<file path="config.mk">
export PLATFORM = sky130hd
export DESIGN_NAME = if_stage_flat
export DESIGN_NICKNAME = d
export VERILOG_FILES = /design/src/rtl/if_stage_if.sv /design/src/rtl/if_stage.sv /design/src/flat_wrapper.sv
export SDC_FILE = /design/constraint.sdc
export NUM_CORES = 1
export LEC_CHECK = 0
export CAP_MARGIN = 20
export CORE_MARGIN = 1
export CORE_UTILIZATION = 40
export DETAILED_ROUTE_END_ITERATION = 8
export PLACE_DENSITY = 0.65
export SYNTH_ARGS = -nofsm -noshare
export SYNTH_HDL_FRONTEND = slang
export SYNTH_SLANG_ARGS = --single-unit
</file>
<file path="constraint.sdc">
create_clock -name i_clk -period 3 [get_ports i_clk]
set_input_delay 0.6 -clock i_clk [delete_from_list [all_inputs] [get_ports i_clk]]
set_output_delay 0.6 -clock i_clk [all_outputs]
set_load 0.01 [all_outputs]
</file>
<file path="src/rtl/if_stage_if.sv">
// Instruction-memory fetch port: one request/acknowledge pair plus address and returned word.
interface if_stage_if;
    logic        if_mem_req;
    logic [31:0] if_mem_addr;
    logic        mem_if_ack;
    logic [31:0] mem_if_data;

    modport master (
        output if_mem_req,
        output if_mem_addr,
        input  mem_if_ack,
        input  mem_if_data
    );

    modport slave (
        input  if_mem_req,
        input  if_mem_addr,
        output mem_if_ack,
        output mem_if_data
    );
endinterface

</file>
<file path="src/rtl/if_stage.sv">
// Instruction fetch stage: owns the PC, keeps at most one fetch outstanding,
// and feeds the IF/ID register through a one-entry skid buffer.
//
// state | meaning
// FETCH | request at PC outstanding; ack loads IF/ID or the skid buffer
// HOLD  | skid buffer full behind a stalled IF/ID; no request issued
// DROP  | redirected while a fetch was in flight; wait for its ack and discard it
module if_stage #(
    parameter logic [31:0] RESET_PC = 32'h0000_0000,
    parameter logic [31:0] NOP_INST = 32'h0000_0013
) (
    input  logic        i_clk,
    input  logic        i_rst,
    input  logic        i_ex_take_branch,
    input  logic [31:0] i_ex_target_PC,
    input  logic        i_id_stall,
    if_stage_if.master  mem,
    output logic [31:0] o_if_id_PC,
    output logic [31:0] o_if_id_NPC,
    output logic [31:0] o_if_id_IR,
    output logic        o_if_id_valid_inst
);

    typedef enum logic [1:0] {
        S_FETCH = 2'd0,
        S_HOLD  = 2'd1,
        S_DROP  = 2'd2
    } state_t;

    state_t      r_state,    w_state_nxt;
    logic [31:0] r_pc,       w_pc_nxt;
    logic [31:0] r_req_addr, w_req_addr_nxt;
    logic [31:0] r_skid_pc,  w_skid_pc_nxt;
    logic [31:0] r_skid_ir,  w_skid_ir_nxt;
    logic [31:0] r_id_pc,    w_id_pc_nxt;
    logic [31:0] r_id_npc,   w_id_npc_nxt;
    logic [31:0] r_id_ir,    w_id_ir_nxt;
    logic        r_id_valid, w_id_valid_nxt;

    logic        w_req;
    logic        w_ack;
    logic        w_id_free;
    logic [31:0] w_pc_plus4;

    // A request is live in FETCH and DROP; reset suppresses it so a pending fetch is abandoned.
    assign w_req      = (r_state != S_HOLD) && !i_rst;
    assign w_ack      = mem.mem_if_ack && w_req;
    assign w_id_free  = !r_id_valid || !i_id_stall;
    assign w_pc_plus4 = r_pc + 32'd4;

    // In DROP the stale request must keep its original address until it completes.
    assign mem.if_mem_req  = w_req;
    assign mem.if_mem_addr = (r_state == S_DROP) ? r_req_addr : r_pc;

    assign o_if_id_PC         = r_id_pc;
    assign o_if_id_NPC        = r_id_npc;
    assign o_if_id_IR         = r_id_ir;
    assign o_if_id_valid_inst = r_id_valid;

    // State and datapath registers.
    always_ff @(posedge i_clk) begin
        if (i_rst) begin
            r_state    <= S_FETCH;
            r_pc       <= RESET_PC;
            r_req_addr <= RESET_PC;
            r_skid_pc  <= 32'd0;
            r_skid_ir  <= NOP_INST;
            r_id_pc    <= 32'd0;
            r_id_npc   <= 32'd0;
            r_id_ir    <= NOP_INST;
            r_id_valid <= 1'b0;
        end else begin
            r_state    <= w_state_nxt;
            r_pc       <= w_pc_nxt;
            r_req_addr <= w_req_addr_nxt;
            r_skid_pc  <= w_skid_pc_nxt;
            r_skid_ir  <= w_skid_ir_nxt;
            r_id_pc    <= w_id_pc_nxt;
            r_id_npc   <= w_id_npc_nxt;
            r_id_ir    <= w_id_ir_nxt;
            r_id_valid <= w_id_valid_nxt;
        end
    end

    // Next-state, PC, skid and IF/ID update; a redirect overrides ack, stall and skid.
    always_comb begin
        w_state_nxt    = r_state;
        w_pc_nxt       = r_pc;
        w_req_addr_nxt = r_req_addr;
        w_skid_pc_nxt  = r_skid_pc;
        w_skid_ir_nxt  = r_skid_ir;
        w_id_pc_nxt    = r_id_pc;
        w_id_npc_nxt   = r_id_npc;
        w_id_ir_nxt    = r_id_ir;
        w_id_valid_nxt = r_id_valid;

        if (r_state == S_FETCH) begin
            w_req_addr_nxt = r_pc;
        end

        if (i_ex_take_branch) begin
            w_pc_nxt       = i_ex_target_PC & 32'hFFFF_FFFC;
            w_id_valid_nxt = 1'b0;
            w_id_ir_nxt    = NOP_INST;
            w_skid_pc_nxt  = 32'd0;
            w_skid_ir_nxt  = NOP_INST;
            case (r_state)
                S_FETCH: w_state_nxt = w_ack ? S_FETCH : S_DROP;
                S_HOLD:  w_state_nxt = S_FETCH;
                S_DROP:  w_state_nxt = w_ack ? S_FETCH : S_DROP;
                default: w_state_nxt = S_FETCH;
            endcase
        end else begin
            case (r_state)
                S_FETCH: begin
                    if (w_ack) begin
                        w_pc_nxt = w_pc_plus4;
                        if (w_id_free) begin
                            w_id_pc_nxt    = r_pc;
                            w_id_npc_nxt   = w_pc_plus4;
                            w_id_ir_nxt    = mem.mem_if_data;
                            w_id_valid_nxt = 1'b1;
                        end else begin
                            w_skid_pc_nxt = r_pc;
                            w_skid_ir_nxt = mem.mem_if_data;
                            w_state_nxt   = S_HOLD;
                        end
                    end else if (!i_id_stall) begin
                        w_id_valid_nxt = 1'b0;
                        w_id_ir_nxt    = NOP_INST;
                    end
                end
                S_HOLD: begin
                    if (!i_id_stall) begin
                        w_id_pc_nxt    = r_skid_pc;
                        w_id_npc_nxt   = r_skid_pc + 32'd4;
                        w_id_ir_nxt    = r_skid_ir;
                        w_id_valid_nxt = 1'b1;
                        w_state_nxt    = S_FETCH;
                    end
                end
                S_DROP: begin
                    if (w_ack) begin
                        w_state_nxt = S_FETCH;
                    end
                    if (!i_id_stall) begin
                        w_id_valid_nxt = 1'b0;
                        w_id_ir_nxt    = NOP_INST;
                    end
                end
                default: w_state_nxt = S_FETCH;
            endcase
        end
    end

endmodule

</file>
<file path="src/flat_wrapper.sv">
// flat-port wrapper written by rule: the top's interface ports become plain ports
module if_stage_flat 
#(
    parameter logic [31:0] RESET_PC = 32'h0000_0000,
    parameter logic [31:0] NOP_INST = 32'h0000_0013
)
  (i_clk, i_rst, i_ex_take_branch, i_ex_target_PC, i_id_stall, o_if_id_PC, o_if_id_NPC, o_if_id_IR, o_if_id_valid_inst, mem_if_mem_req, mem_if_mem_addr, mem_mem_if_ack, mem_mem_if_data);
  if_stage_if mem_i ();
  input  logic i_clk;
  input  logic i_rst;
  input  logic i_ex_take_branch;
  input  logic [31:0] i_ex_target_PC;
  input  logic i_id_stall;
  output logic [31:0] o_if_id_PC;
  output logic [31:0] o_if_id_NPC;
  output logic [31:0] o_if_id_IR;
  output logic o_if_id_valid_inst;
  output wire logic [$bits(mem_i.if_mem_req)-1:0] mem_if_mem_req;
  output wire logic [$bits(mem_i.if_mem_addr)-1:0] mem_if_mem_addr;
  input wire logic [$bits(mem_i.mem_if_ack)-1:0] mem_mem_if_ack;
  input wire logic [$bits(mem_i.mem_if_data)-1:0] mem_mem_if_data;
  assign mem_if_mem_req = mem_i.if_mem_req;
  assign mem_if_mem_addr = mem_i.if_mem_addr;
  assign mem_i.mem_if_ack = mem_mem_if_ack;
  assign mem_i.mem_if_data = mem_mem_if_data;
  if_stage #(.RESET_PC(RESET_PC), .NOP_INST(NOP_INST)) u_core (.i_clk(i_clk), .i_rst(i_rst), .i_ex_take_branch(i_ex_take_branch), .i_ex_target_PC(i_ex_target_PC), .i_id_stall(i_id_stall), .mem(mem_i), .o_if_id_PC(o_if_id_PC), .o_if_id_NPC(o_if_id_NPC), .o_if_id_IR(o_if_id_IR), .o_if_id_valid_inst(o_if_id_valid_inst));
endmodule
</file>
==> out/metrics.yaml, run 1 <==
logic_synthesis:
  synth_cell_types: 68
  synthCells: 1438
  yosysWarningCount: 0
  ys_seq_elements: 217
  synth_area_um2: 11400
  yosys-mux-area-fraction_pct: 8.68
  post_synth.cell_area_avg_um2: 7.91
  synth_edf_count: 0
  synth-simple-area-share_pct: 25.6
  async_reset_ff_share_pct: 0
  yosysSeqAreaShare_pct: 38.2
  synth_xor_area_share_pct: 3.62
  synth_top_flop_cell: "dfxtp_1"
  synth_compound_area_share_pct: 16.9
  yosys.area_share.adder_pct: 0.660
  synth_top_family_by_area: "simple AND/OR/NAND/NOR gates"
critical_path:
  path_class: "reg -> out"
  worstPathBufferInverterCount: 2
  cp_top_family: "buffers and inverters"
  critPathSlowestCell: "clkdlybuf4s50_1"
  crit_arrival_ns: 2.27
  reg2reg_depth: 7
  crit_path_max_incr_delay_ns: 0.59
  timing.rr.start: "u_core.r_state[0]$_SDFFE_PP0P_"
  critPathCaptureType: "primary output"
  crit_path_start_kind: "flop"
  regToRegEndpoint: "u_core.r_pc[27]$_SDFFE_PP0P_"
  crit_chain: "inv_1 -> ha_4 -> nor2_2 -> clkdlybuf4s50_1"
  cp_max_fo: 42
  cp.depth: 4
  worstPathRequired_ns: 2.40
  r2r_setup_slack_ns: 0.37
die:
  core-area_um2: 27900
  die_h_um: 171
  die_width_um: 171
  io_pins: 199
  die_area_um2: 29100
  initial_core_util_pct: 40.8
  num_rows: 61
drt:
  num_vias: 11000
  wirelength_mm: 35.3
  first_pass_iters: 5
  drcViolationCount: 0
  wl_per_cell_um: 17.9
  antenna_left: 0
  drt-initial-drc-count: 995
  vias_per_cell: 5.56
sta:
  skew_ns: 0.00987
  fin_crit_ns: 2.87
  fin_tns_setup_ns: 0
  fin_crit_sh_pct: 95.8
  whs_ns: 0.448
  setup_ws_ns: 0.126
  maxSlewHeadroom_pct: 40.8
  fmax_mhz: 348
  rsz0062_at_grt: "false"
  slew_violations: 0
  finalSetupViolations: 0
  tightest_slew_ns: 0.888
  finalHoldViolCount: 0
hold_path:
  hold_depth: 2
  holdPathEnd: "u_core.r_skid_ir[16]$_SDFFE_PP0P_"
  hold_start: "u_core.r_skid_ir[16]$_SDFFE_PP0P_"
  hp-class: "reg -> reg"
clocking:
  numCtsBuffers: 26
  cts_max_level: 1
  clockRootBuffer: "clkbuf_16"
  cts_tree: "yes"
  clockBufferDepth: 3
  cts.clk_slew.worst_paths_ns: 0.06
  cts.sinks: 217
  clock_latency_ns: 0.52
outcome:
  outcome: "finished clean"
final_layout:
  synthToLayoutAreaGrowth_pct: 27.8
  ff_latch_area_um2: 4340
  final_cells: 1972
  num-nets-final: 1648
  fillers: 2639
  drive_gt1_share_pct: 11.1
  multiInputGateArea_um2: 6400
global_routing:
  grt_pass1_vias: 10200
  grt_util_all_layers_pct: 24.2
  overflow: 0
  antenna_found_initial: 4
  grt_max_degree: 68
  grt_pass1_wl_mm: 56.0
power_and_ir_drop:
  peakVddDrop_v: 0.000342
  totalPowerFinal_mw: 7.01
  leakage_nw: 5.02
  power_density_nw_per_um2: 482
place:
  dpl_worst_slack_ns: 0.300
  io_buffers: 190
  gp_congestion: 0.888
  dpl.hpwl_mm: 23.7
  dp.cells: 1923
flow_run:
  maxCapViolations: 0
==> layer usage <==
layer	share of wire, %	global-route usage, %	vias to the layer above
met3	8.6	5.67	54
met4	1.9	5.76	4
met2	45	38.0	422
met5	0.088	0	-
li1	-	-	5310
met1	44	33.2	5172
==> flip-flops by register name, indices dropped and copies added (netlist names) <==
register / cells
u_core.o_if_id_IR: 32
u_core.r_skid_ir: 32
u_core.o_if_id_NPC: 30
u_core.o_if_id_PC: 30
u_core.r_pc: 30
u_core.r_req_addr: 30
u_core.r_skid_pc: 30
u_core.r_state: 2
u_core.o_if_id_valid_inst: 1
==> cells in the mapped netlist (3+ instances only) <==
cell type | count | area, um2
or4_1 | 4 | 30.0
nor3_2 | 5 | 50.1
mux2i_1 | 66 | 661
o211ai_1 | 10 | 75.1
nor4_1 | 16 | 100
dfxtp_1 | 217 | 4340
and3_1 | 30 | 188
clkbuf_1 | 97 | 364
o22ai_1 | 3 | 18.8
ha_1 | 6 | 75.1
buf_1 | 15 | 56.3
a31oi_1 | 5 | 31.3
nand4_1 | 17 | 106
nand4_2 | 4 | 50.1
nand3_1 | 67 | 335
inv_1 | 7 | 26.3
o31ai_1 | 7 | 52.6
buf_6 | 3 | 33.8
buf_4 | 13 | 97.6
o21ai_1 | 9 | 45.0
nand2_1 | 250 | 938
o21a_1 | 13 | 97.6
and2_1 | 4 | 25.0
o32ai_1 | 4 | 35.0
nor2_1 | 107 | 402
xnor2_1 | 29 | 254
and4_1 | 9 | 78.8
nor3b_1 | 5 | 37.5
a21oi_1 | 143 | 716
buf_2 | 24 | 120
nor4_2 | 6 | 75.1
or3_1 | 6 | 37.5
xor2_1 | 18 | 158
o31a_1 | 11 | 96.3
o21ai_0 | 45 | 225
nor3_1 | 50 | 250
mux2_2 | 29 | 327
a211oi_1 | 48 | 360
==> layout by cell type, fill, tap and decap left out, types with 48 or more instances in the layout <==
cell type	netlist	final
a211oi_1	48	48
a21oi_1	143	143
buf_4	13	62
clkdlybuf4s50_1	0	187
dfxtp_1	217	217
mux2i_1	66	66
nand2_1	250	248
nand3_1	67	67
nor2_1	107	104
nor3_1	50	50
==> worst reg2reg max path, delay by kind of cell, from the launching register on <==
family | cells | cell delay [ns]
flip-flops | 1 | 0.36
adder cells (fa/ha/maj) | 1 | 0.51
XOR/XNOR | 1 | 0.12
AO/OA/AOI/OAI | 1 | 0.25
AND/OR/NAND/NOR | 2 | 0.80
buffers and inverters | 2 | 0.50
==> worst max-delay path by stage <==
| stage | startpoint | end | slack (ns) |
|---|---|---|---|
| 3_5_place_dp | mem_mem_if_ack | u_core.o_if_id_NPC[16]$_SDFFE_PP0P_ | 0.30 |
| 3_3_place_gp | mem_mem_if_ack | u_core.o_if_id_NPC[16]$_SDFFE_PP0P_ | 0.32 |
| 5_1_grt | u_core.r_state[0]$_SDFFE_PP0P_ | mem_if_mem_addr[11] | 0.05 |
| 4_1_cts | u_core.r_state[0]$_SDFFE_PP0P_ | mem_if_mem_addr[31] | 0.03 |
| 6_report | u_core.r_state[1]$_SDFFE_PP0P_ | mem_if_mem_req | 0.13 |
| 2_1_floorplan | i_rst | u_core.o_if_id_NPC[26]$_SDFFE_PP0P_ | 0.79 |
==> per-stage QoR <==
stage	cell area, um2	utilization [%]
floorplan	11400	-
global placement	13700	49.0
detailed placement	13700	49.0
CTS	14500	52.1
global route	14500	52.2
finish	14500	52.2
==> final cells by class <==
type                            instances  area share (%)
Inverter                                9           0.232
Clock inverter                         12           0.663
Antenna cell                            2          0.0344
Timing Repair Buffer                  255            16.7
Clock buffer                           35            5.13
Multi-Input combinational cell       1064            44.1
Tap cell                              378            3.25
Sequential cell                       217            29.9
==> cell families after synthesis <==
group,count (synthesis)
buffers and inverters,162
AO/OA/AOI/OAI,314
AND/OR/NAND/NOR,596
other,1
adder cells (fa/ha/maj),6
flip-flops,217
XOR/XNOR,47
multiplexers,95
==> power breakdown <==
| group | switching, mW | total, mW | internal [mW] | leakage, nW |
|---|---|---|---|---|
| registers | 0.0857 | 3.06 | 2.97 | 1.76 |
| clock network | 1.25 | 3.08 | 1.83 | 0.412 |
| logic | 0.455 | 0.875 | 0.419 | 2.84 |
==> what timing repair did <==
item                                   in CTS  in global routing
hold buffers                                0                  0
setup endpoints to repair                   6                 30
endpoints found under the hold margin       0                  0
cloned                                      0                  0
gates resized for setup                     2                  7
buffers inserted                            0                  0
Note: power is estimated with default switching activity, not from simulation.
==> run 2: changes to the inputs <==
--- a/config.mk
+++ b/config.mk
@@ -6,9 +6,11 @@
 export NUM_CORES = 1
 export LEC_CHECK = 0
 export CAP_MARGIN = 20
+export CORE_ASPECT_RATIO = 1.75
 export CORE_MARGIN = 1
 export CORE_UTILIZATION = 40
 export DETAILED_ROUTE_END_ITERATION = 8
+export HOLD_SLACK_MARGIN = 0.15
 export PLACE_DENSITY = 0.65
 export SYNTH_ARGS = -nofsm -noshare
 export SYNTH_HDL_FRONTEND = slang
==> run 2 against run 1 <==
  * Maximum frequency is 2.8% lower
  * Critical path type unchanged
  * Clock-buffer cell count fell by 7
  * Final area shrank 2.2%
  * Clock power fell by 18%
  * Flip-flop and latch count unchanged
  * Setup slack got worse by 0.083 ns
  * Core utilization fell by 1.3 points
  * Sequential share of layout area rose by 0.66 points
  * Non-clock buffer count shrank 8
  * Global-route usage decreased by 0.069 points
  * Total power is 7.9% lower
==> out/metrics.yaml, run 2 (synthesis gave the netlist of run 1 again) <==
drt:
  wl_per_cell_um: 18.0  # +0.45%
  num_vias: 10800  # -1.7%
  drcViolationCount: 0  # unchanged
  vias_per_cell: 5.53  # -0.43%
  wirelength_mm: 35.0  # -0.88%
  first_pass_iters: 5  # unchanged
  drt-initial-drc-count: 698  # -30%
  antenna_left: 0  # unchanged
place:
  io_buffers: 190  # unchanged
  gp_congestion: 0.830  # -6.5%
  dpl.hpwl_mm: 24.6  # +3.5%
  dpl_worst_slack_ns: 0.105  # -0.195 ns
critical_path:
  crit_path_start_kind: "flop"
  crit_arrival_ns: 2.36  # +0.09 ns
  critPathCaptureType: "primary output"
  path_class: "reg -> out"
  cp_max_fo: 17  # -60%
  worstPathRequired_ns: 2.40  # about the same
clocking:
  cts_max_level: 1  # unchanged
  clock_latency_ns: 0.51  # about the same
  clockRootBuffer: "clkbuf_16"
  cts_setup_buffers: 0  # unchanged
  cts_tree: "yes"
  clockBufferDepth: 3  # unchanged
  cts.sinks: 217  # unchanged
  numCtsBuffers: 21  # -19%
  cts.clk_slew.worst_paths_ns: 0.07  # about the same
die:
  die_h_um: 225  # +32%
  die_width_um: 129  # -24%
  initial_core_util_pct: 40.7  # -0.17 points
  io_pins: 199  # unchanged
  core-area_um2: 28000  # +0.41%
  die_area_um2: 29100  # about the same
  num_rows: 81  # +33%
flow_run:
  maxCapViolations: 0  # unchanged
power_and_ir_drop:
  leakage_nw: 4.87  # -3.0%
  peakVddDrop_v: 0.000381  # +12%
  power_density_nw_per_um2: 454  # -5.9%
  totalPowerFinal_mw: 6.45  # -7.9%
final_layout:
  drive_gt1_share_pct: 9.92  # -1.1 points
  final_cell_mix: "248 x nand2_1, 217 x dfxtp_1, 188 x clkdlybuf4s50_1"
  multiInputGateArea_um2: 6390  # -0.16%
  synthToLayoutAreaGrowth_pct: 25.0
  num-nets-final: 1635  # -0.79%
  fillers: 2768  # +4.9%
  ff_latch_area_um2: 4340  # unchanged
  final_common_cell: "nand2_1"
  final_core_util_pct: 50.8  # -1.3 points
sta:
  slew_violations: 0  # unchanged
  fin_crit_ns: 2.96  # +0.0831 ns
  finalHoldViolCount: 0  # unchanged
  rsz0062_at_grt: "true"
  fin_tns_setup_ns: 0  # unchanged
  maxSlewHeadroom_pct: 46.3  # +5.5 points
  finalSetupViolations: 0  # unchanged
  fin_crit_sh_pct: 98.6  # +2.8 points
  tightest_slew_ns: 0.806  # -0.0825 ns
  fmax_mhz: 338  # -2.8%
  setup_ws_ns: 0.0425  # -0.0831 ns
  skew_ns: 0.0104  # +0.000562 ns
global_routing:
  grt_pass1_vias: 10200  # -0.45%
  overflow: 0  # unchanged
  grt_max_degree: 75  # +10%
  antenna_found_initial: 1  # -3
  grt_pass1_wl_mm: 55.3  # -1.3%
  grt_util_all_layers_pct: 24.1  # -0.069 points
outcome:
  outcome: "finished clean"
hold_path:
  hp-class: "in -> reg"
[run 2: cell count changes in the layout (fill, tap and decap cells not counted), sizes merged]
| cell | previous run | this run |
|---|---|---|
| buf | 66 | 59 |
| bufinv | 1 | 0 |
| clkbuf | 35 | 28 |
| clkdlybuf4s50 | 187 | 188 |
| clkinv | 9 | 8 |
| clkinvlp | 3 | 0 |
| diode | 2 | 1 |
| dlygate4sd2 | 1 | 0 |
| dlymetal6s2s | 1 | 0 |
[run 2: final cells by class]
| type | instances | share of cell area (%) |
|---|---|---|
| clock buffers | 28 | 4.16 |
| well taps | 373 | 3.28 |
| flip-flops and latches | 217 | 30.5 |
| multi-input cells | 1064 | 45.0 |
| diodes | 1 | 0.0176 |
| inverters | 9 | 0.238 |
| repair buffers | 247 | 16.5 |
| clock inverters | 7 | 0.273 |
[run 2: repair_timing]
action / CTS / global route
setup endpoints to repair: 1 / 7
pin swaps: 0 / 0
hold buffers: 0 / 0
gates resized for setup: 1 / 1
[run 2: per-layer routing]
layer	up-vias	GRT usage, %	share of wire, %
met2	323	42.7	52
met3	65	4.11	5.9
met1	5088	27.8	39
met5	-	0	0
li1	5295	-	-
met4	0	11.2	3.9
[run 2: final timing paths]
kind	startpoint	end	slack (ns)	cells after the start
max	u_core.r_state[0]$_SDFFE_PP0P_	mem_if_mem_addr[12]	0.04	5
min	i_rst	u_core.r_state[1]$_SDFFE_PP0P_	0.37	2
max reg2reg	u_core.r_state[1]$_SDFFE_PP0P_	u_core.o_if_id_IR[28]$_SDFFE_PP0P_	0.43	8
min reg2reg	u_core.r_skid_ir[11]$_SDFFE_PP0P_	u_core.r_skid_ir[11]$_SDFFE_PP0P_	0.45	2
[run 2: power breakdown]
part | internal [mW] | total (mW) | switching (mW)
logic | 0.409 | 0.857 | 0.448
clock network | 1.38 | 2.54 | 1.15
registers | 2.97 | 3.06 | 0.0927
total | 4.76 | 6.45 | 1.69
[run 2: worst max-delay path, cell delays in order (launching register included)]
cell             delay, ns
dfxtp_1               0.36
inv_1                 0.10
ha_1                  0.18
buf_4                 0.26
mux2_2                0.37
clkdlybuf4s50_1       0.57
[run 2: stage by stage]
step | hold slack, ns | instance area, um2 | cells
after floorplan | 0.432 | 11400 | 1443
after global placement | 0.437 | 13600 | 1910
after detailed placement | 0.443 | 13600 | 1910
after CTS | 0.352 | 14200 | 1945
after global routing | 0.371 | 14200 | 1946
final | 0.367 | 14200 | 1946
